--- src/rtl/pc_sequencer_if.sv ---
// Fetch-address handshake between the PC sequencer and instruction memory.
// Optional trap flag is present only when PC_WRAP_TRAP_EN is defined.
interface pc_sequencer_if #(
    parameter int width = 10
);
    logic             fetch_ready;
    logic             redirect;
    logic [width-1:0] redirect_target;
    logic             halt_req;
    logic             resume;
    logic [width-1:0] pc;
    logic [width-1:0] pc_link;
    logic             fetch_valid;
    logic             flush;
    logic             halted;
`ifdef PC_WRAP_TRAP_EN
    logic             wrap_trap;
`endif

    modport master (
        input  fetch_ready, redirect, redirect_target, halt_req, resume,
`ifdef PC_WRAP_TRAP_EN
        output wrap_trap,
`endif
        output pc, pc_link, fetch_valid, flush, halted
    );

    modport slave (
        output fetch_ready, redirect, redirect_target, halt_req, resume,
`ifdef PC_WRAP_TRAP_EN
        input  wrap_trap,
`endif
        input  pc, pc_link, fetch_valid, flush, halted
    );
endinterface

--- src/rtl/pc_sequencer.sv ---
// Fetch PC sequencer: BOOT/RUN/HALT, redirects, stalls, return-link export.
// Define PC_WRAP_TRAP_EN to trap (and halt) on sequential wrap-around.
module pc_sequencer #(
    parameter int               width        = 10,
    parameter int               increment    = 1,
    parameter logic [width-1:0] reset_vector = '0
) (
    input logic            clk,
    input logic            rst,
    pc_sequencer_if.master bus
);
    localparam logic [width-1:0] step      = width'(increment);
    localparam logic [width-1:0] boot_link = reset_vector + step;

    typedef enum logic [1:0] {
        BOOT,
        RUN,
        HALT
    } state_t;

    state_t           state;
    logic [width-1:0] cur_pc;
    logic [width-1:0] cur_link;
    logic             valid;
    logic             flush_pulse;
    logic             halt_flag;

`ifdef PC_WRAP_TRAP_EN
    logic             trap;
    logic [width:0]   seq_sum;

    // Carry out of the sequential step means the next PC would wrap.
    assign seq_sum = {1'b0, cur_pc} + {1'b0, step};
    assign bus.wrap_trap = trap;
`endif

    assign bus.pc          = cur_pc;
    assign bus.pc_link     = cur_link;
    assign bus.fetch_valid = valid;
    assign bus.flush       = flush_pulse;
    assign bus.halted      = halt_flag;

    // Sequencer state, PC/link registers and registered status outputs.
    always_ff @(posedge clk or posedge rst) begin
        if (rst) begin
            state       <= BOOT;
            cur_pc      <= reset_vector;
            cur_link    <= boot_link;
            valid       <= 1'b0;
            flush_pulse <= 1'b0;
            halt_flag   <= 1'b0;
`ifdef PC_WRAP_TRAP_EN
            trap        <= 1'b0;
`endif
        end else begin
            flush_pulse <= 1'b0;
            unique case (state)
                BOOT: begin
                    state <= RUN;
                    valid <= 1'b1;
                end
                RUN: begin
                    if (bus.redirect) begin
                        cur_pc      <= bus.redirect_target;
                        cur_link    <= bus.redirect_target + step;
                        flush_pulse <= 1'b1;
                    end else if (bus.halt_req) begin
                        state     <= HALT;
                        valid     <= 1'b0;
                        halt_flag <= 1'b1;
                    end else if (bus.fetch_ready) begin
`ifdef PC_WRAP_TRAP_EN
                        if (seq_sum[width]) begin
                            trap      <= 1'b1;
                            state     <= HALT;
                            valid     <= 1'b0;
                            halt_flag <= 1'b1;
                        end else begin
                            cur_pc   <= cur_link;
                            cur_link <= cur_link + step;
                        end
`else
                        cur_pc   <= cur_link;
                        cur_link <= cur_link + step;
`endif
                    end
                end
                HALT: begin
                    if (bus.redirect) begin
                        cur_pc      <= bus.redirect_target;
                        cur_link    <= bus.redirect_target + step;
                        flush_pulse <= 1'b1;
                        state       <= RUN;
                        valid       <= 1'b1;
                        halt_flag   <= 1'b0;
                    end else if (bus.resume) begin
                        state     <= RUN;
                        valid     <= 1'b1;
                        halt_flag <= 1'b0;
                    end
                end
                default: begin
                    state <= BOOT;
                    valid <= 1'b0;
                end
            endcase
        end
    end
endmodule

--- src/flat_wrapper.sv ---
// flat-port wrapper written by rule: the top's interface ports become plain ports
module pc_sequencer_flat 
#(
    parameter int               width        = 10,
    parameter int               increment    = 1,
    parameter logic [width-1:0] reset_vector = '0
)
  (clk, rst, bus_fetch_ready, bus_redirect, bus_redirect_target, bus_halt_req, bus_resume, bus_pc, bus_pc_link, bus_fetch_valid, bus_flush, bus_halted);
  pc_sequencer_if #(.width(width)) bus_i ();
  input logic clk;
  input logic rst;
  input wire logic [$bits(bus_i.fetch_ready)-1:0] bus_fetch_ready;
  input wire logic [$bits(bus_i.redirect)-1:0] bus_redirect;
  input wire logic [$bits(bus_i.redirect_target)-1:0] bus_redirect_target;
  input wire logic [$bits(bus_i.halt_req)-1:0] bus_halt_req;
  input wire logic [$bits(bus_i.resume)-1:0] bus_resume;
  output wire logic [$bits(bus_i.pc)-1:0] bus_pc;
  output wire logic [$bits(bus_i.pc_link)-1:0] bus_pc_link;
  output wire logic [$bits(bus_i.fetch_valid)-1:0] bus_fetch_valid;
  output wire logic [$bits(bus_i.flush)-1:0] bus_flush;
  output wire logic [$bits(bus_i.halted)-1:0] bus_halted;
  assign bus_i.fetch_ready = bus_fetch_ready;
  assign bus_i.redirect = bus_redirect;
  assign bus_i.redirect_target = bus_redirect_target;
  assign bus_i.halt_req = bus_halt_req;
  assign bus_i.resume = bus_resume;
  assign bus_pc = bus_i.pc;
  assign bus_pc_link = bus_i.pc_link;
  assign bus_fetch_valid = bus_i.fetch_valid;
  assign bus_flush = bus_i.flush;
  assign bus_halted = bus_i.halted;
  pc_sequencer #(.width(width), .increment(increment), .reset_vector(reset_vector)) u_core (.clk(clk), .rst(rst), .bus(bus_i));
endmodule
--- config.mk ---
export PLATFORM = sky130hd
export DESIGN_NAME = pc_sequencer_flat
export DESIGN_NICKNAME = d
export VERILOG_FILES = /design/src/rtl/pc_sequencer_if.sv /design/src/rtl/pc_sequencer.sv /design/src/flat_wrapper.sv
export SDC_FILE = /design/constraint.sdc
export NUM_CORES = 1
export LEC_CHECK = 0
export BUFFER_PORTS_ARGS = -buffer_cell sky130_fd_sc_hd__buf_2
export CAP_MARGIN = 20
export CELL_PAD_IN_SITES_DETAIL_PLACEMENT = 1
export CELL_PAD_IN_SITES_GLOBAL_PLACEMENT = 1
export CORE_ASPECT_RATIO = 1.75
export CORE_UTILIZATION = 30
export DETAILED_ROUTE_END_ITERATION = 6
export GPL_ROUTABILITY_DRIVEN = 0
export MAX_ROUTING_LAYER = met4
export PLACE_DENSITY_LB_ADDON = 0.05
export SETUP_SLACK_MARGIN = 0.15
export SLEW_MARGIN = 25
export SYNTH_ARGS = -nofsm -noshare
export SYNTH_HDL_FRONTEND = slang
export SYNTH_SLANG_ARGS = --single-unit
--- constraint.sdc ---
create_clock -name clk -period 2.1 [get_ports clk]
set_input_delay 0.42 -clock clk [delete_from_list [all_inputs] [get_ports clk]]
set_output_delay 0.42 -clock clk [all_outputs]
set_load 0.01 [all_outputs]
==> results.md <==
- The run finished with clean final reports.
- Timing would allow up to roughly 0.56 GHz.
- After clock tree synthesis, the clock-pin slew on the worst setup and hold paths is roughly 0.090 ns.
- The number of flip-flops and latches in the synthesized netlist is 24.
- The pre-antenna-repair detailed-routing pass consisted of 2 iterations.
- The maximum number of pins on one net before global-route repair is 25.
- The final setup skew is 0.00319 ns.
- In the synthesized netlist the dominant register cell turns out to be sky130_fd_sc_hd__dfrtp_1.
- The sort of element at the end of the critical path is a flop.
- The worst hold slack is 0.183 ns.
- The worst-case headroom to the max-slew limit is 0.707.
- The fraction of post-synthesis cell area in the top cell type by area is 0.381.
- The worst path required time is between 2 and 2.5 ns.
- The TritonCTS clock tree is yes.
- Counting along the longest clock path gives a buffer depth of 2.
- The largest fanout on the critical path is 10.
- By area the synthesized netlist is led by sky130_fd_sc_hd__dfrtp_1 38%, sky130_fd_sc_hd__nand2_1 6.5%, sky130_fd_sc_hd__a31oi_1 5.0%, sky130_fd_sc_hd__ha_1 4.1%, sky130_fd_sc_hd__nor2_1 4.0%.
- The first routing iteration left 27 violations.
- Prior to clock tree synthesis, the placed netlist has a worst setup slack of between 0.2 and 0.25 ns.
- The die is 95.9 um tall.
- The synthesis-to-layout area growth is 18.8%.
- The fraction of layout instances using a drive strength above 1 is 0.282.
- For this run, the total global-route usage over all layers was measured as 0.178.
- In this run, placement finished with an instance count of ~260.
- After technology mapping, the gate count stands at 172.
- Clock latency on the worst-skew pair, taken at its later pin, is approximately 0.28 ns.
- The die covers approximately 5300 sq um.
- After detailed routing, the number of remaining DRC violations is 0.
- The time the worst path needs with I/O delays and setup is ~1.8 ns.
- The overall routed net length is roughly 4400 um.
- The pin slew with the least headroom to its limit is approximately 0.44 ns.
- CTS built an H-tree with a depth of 1.
- 0 antenna diodes ended up in the layout.
- The total area inside the core boundary comes to 4750 sq um.
- The final global-route overflow total is 0.
- The mean routed wirelength per cell is between 15 and 20 um.
- The async set-reset flop share out of synthesis is 1.00.
- The filler-free cell count of the finished design is between 200 and 300.
- The worst-case IR drop observed on VDD is ~0.53 mV.
- The HPWL after detailed placement is ~3400 um.
- The sequential area share after synthesis is 0.399.
- STA puts the critical path data arrival time at 1.98 ns.
- Summing over every cut layer, the via total after detailed routing is 1405.
- Port buffering added 38 buffers.
- Measured along the x axis, the die boundary spans between 50 and 60 um.
- The number of global-route vias before repair is 1394.
- The final layout net count is ~230.
- The max-cap check violation count is 0.
- Once the clock tree was built, the setup fixing pass inserted 0 buffers.
- Summed over all instances, the cell type with the most area after synthesis is sky130_fd_sc_hd__dfrtp_1.
- Setup repair after global routing left no endpoint under its margin.
- The number of setup violations in the final report is 0.
- The synthesized netlist contains 44 unique library cells.
- For this configuration, the core starts out at a cell density of 0.318.
- The number of antenna violations at the first check in global routing is 0.
- The synthesized cell area is approximately 1500 sq um.
- The worst setup path category is flop to flop.
- The areal power density over the cells is ~1400 nW/um^2.
- The final setup slack of the worst path is 0.313 ns.
- After synthesis, the mean cell area works out to around 8.8 sq um.
- Measured on the finished design, the core utilization comes to 0.378.
- The number of routed nets with antenna violations is 0.
- The startpoint class of the critical path is a flop.
- After routing, the total negative slack on setup checks comes to 0 ns.
- The class of the tightest hold or removal check is input pin to asynchronous set/reset pin.
- The number of primary I/O pins is 39.
- Counting the fill cells in the layout gives around 590.
- TritonCTS created 3 clock buffers.
- Of the available clock period, the critical path in the final layout requires 0.851.
- The total area of multi-input combinational cells is 826 sq um.
- Yosys printed 0 warnings.
- The area occupied by registers is ~600 sq um.
- The leakage power total is 0.000786 uW.
- The number of enable-type register cells in the synthesized netlist is 0.
- The clock net in this run drives a total of 24 sinks.
- In this run the clock root is driven by a sky130_fd_sc_hd__clkbuf_8.
- In this run the core area contains 33 standard-cell rows.
- The number of endpoints with negative hold slack in the final report was 0.
- The first global-routing pass estimated between 6000 and 7000 um of wire.
- Using the TritonRoute via totals, the vias-per-cell ratio works out to ~5.4.
- The max-slew violation count is 0.
- The post-synth net total is ~190.
==> layout by cell type, fill, tap and decap left out, types with 2 or more instances in the layout <==
master	n
sky130_fd_sc_hd__and4_1	2
sky130_fd_sc_hd__inv_1	5
sky130_fd_sc_hd__nand2_1	26
sky130_fd_sc_hd__xor2_1	3
sky130_fd_sc_hd__nor2_1	16
sky130_fd_sc_hd__buf_4	5
sky130_fd_sc_hd__xnor2_1	3
sky130_fd_sc_hd__a211oi_2	2
sky130_fd_sc_hd__and2_1	2
sky130_fd_sc_hd__buf_2	38
sky130_fd_sc_hd__nor3_1	3
sky130_fd_sc_hd__and3_1	4
sky130_fd_sc_hd__nor3b_1	2
sky130_fd_sc_hd__clkbuf_8	4
sky130_fd_sc_hd__o21ai_0	10
sky130_fd_sc_hd__a21oi_1	11
sky130_fd_sc_hd__o21ai_1	3
sky130_fd_sc_hd__dfrtp_1	23
sky130_fd_sc_hd__nand3_1	5
sky130_fd_sc_hd__a31oi_1	12
sky130_fd_sc_hd__ha_1	4
sky130_fd_sc_hd__o31ai_1	2
sky130_fd_sc_hd__nand4_1	2
==> layout make-up <==
cell class                      instances  area share
Timing Repair Buffer                   43       0.127
Tap cell                               52      0.0363
Multi-Input combinational cell        133       0.460
Clock buffer                            4      0.0307
Inverter                                5      0.0105
Sequential cell                        24       0.335
==> flip-flops by register name (all words and copies together) (netlist names) <==
name / count
u_core.state: 2
u_core.bus.flush: 1
u_core.bus.pc: 10
u_core.bus.halted: 1
u_core.bus.pc_link: 10
==> synth_stat cells (all sizes together) (2+ instances only) <==
master	count
nor3	3
clkbuf	2
dfrtp	23
nand2	26
a211oi	3
and3	4
ha	5
o21ai	13
buf	8
nand3	6
a21oi	12
nor3b	3
and4	2
inv	5
nand4	2
xnor2	3
and2	2
o22a	2
xor2	3
a31oi	12
nor2	17
o22ai	2
o31ai	2
==> where the power goes <==
part,total (uW),internal (uW),switching (uW)
clock,336,168,168
combinational,1230,509,719
sequential,919,696,223
total,2480,1370,1110
==> metal layers <==
layer / vias up / wire length, um / GRT usage
li1: 690 / - / -
met1: 678 / 1820 / 0.193
met2: 28 / 2380 / 0.322
met3: 9 / 102 / 0.0134
met4: 0 / 146 / 0.0938
met5: - / 0 / -
==> per-stage QoR <==
| step | power [uW] | instance area, sq um |
|---|---|---|
| 6_report | 2480 | 1790 |
| 5_1_grt | 2700 | 1790 |
| 4_1_cts | 2530 | 1790 |
| 3_5_place_dp | 2180 | 1740 |
| 3_3_place_gp | 2140 | 1740 |
| 2_1_floorplan | 1730 | 1510 |
==> kinds of logic after synthesis <==
kind of cell | synth area share
simple gates | 0.245
compound gates | 0.224
flops | 0.399
buf+inv | 0.0563
xor+xnor | 0.0348
fa+ha+maj | 0.0414
==> critical path, stage by stage (launching register included) <==
cell and delay, ns:
sky130_fd_sc_hd__dfrtp_1 0.41, sky130_fd_sc_hd__inv_1 0.12, sky130_fd_sc_hd__ha_2 0.33, sky130_fd_sc_hd__nor3b_4 0.08, sky130_fd_sc_hd__o22ai_2 0.36, sky130_fd_sc_hd__nor3_1 0.14, sky130_fd_sc_hd__a221oi_2 0.27
==> what timing repair did <==
action                                  CTS  global route
resized for setup                         0             1
hold buffers                              0             0
endpoints found under the setup margin    0             7
==> path summary, 6_finish.rpt <==
kind / slack, ns / depth (start not counted) / endpoint / start
hold / removal: 0.18 / 3 / u_core.bus.pc[3] / rst
setup reg to reg: 0.31 / 6 / u_core.bus.pc_link[7] / u_core.state[0]
max in group asynchronous: 1.61 / 3 / u_core.bus.pc_link[0] / rst
min in group clk: 0.40 / 3 / u_core.bus.pc[9] / bus_redirect_target[9]
setup / recovery: 0.31 / 6 / u_core.bus.pc_link[7] / u_core.state[0]
hold reg to reg: 0.50 / 2 / u_core.bus.pc[0] / u_core.bus.pc[0]
No activity file was read; power rests on OpenSTA's default activity.
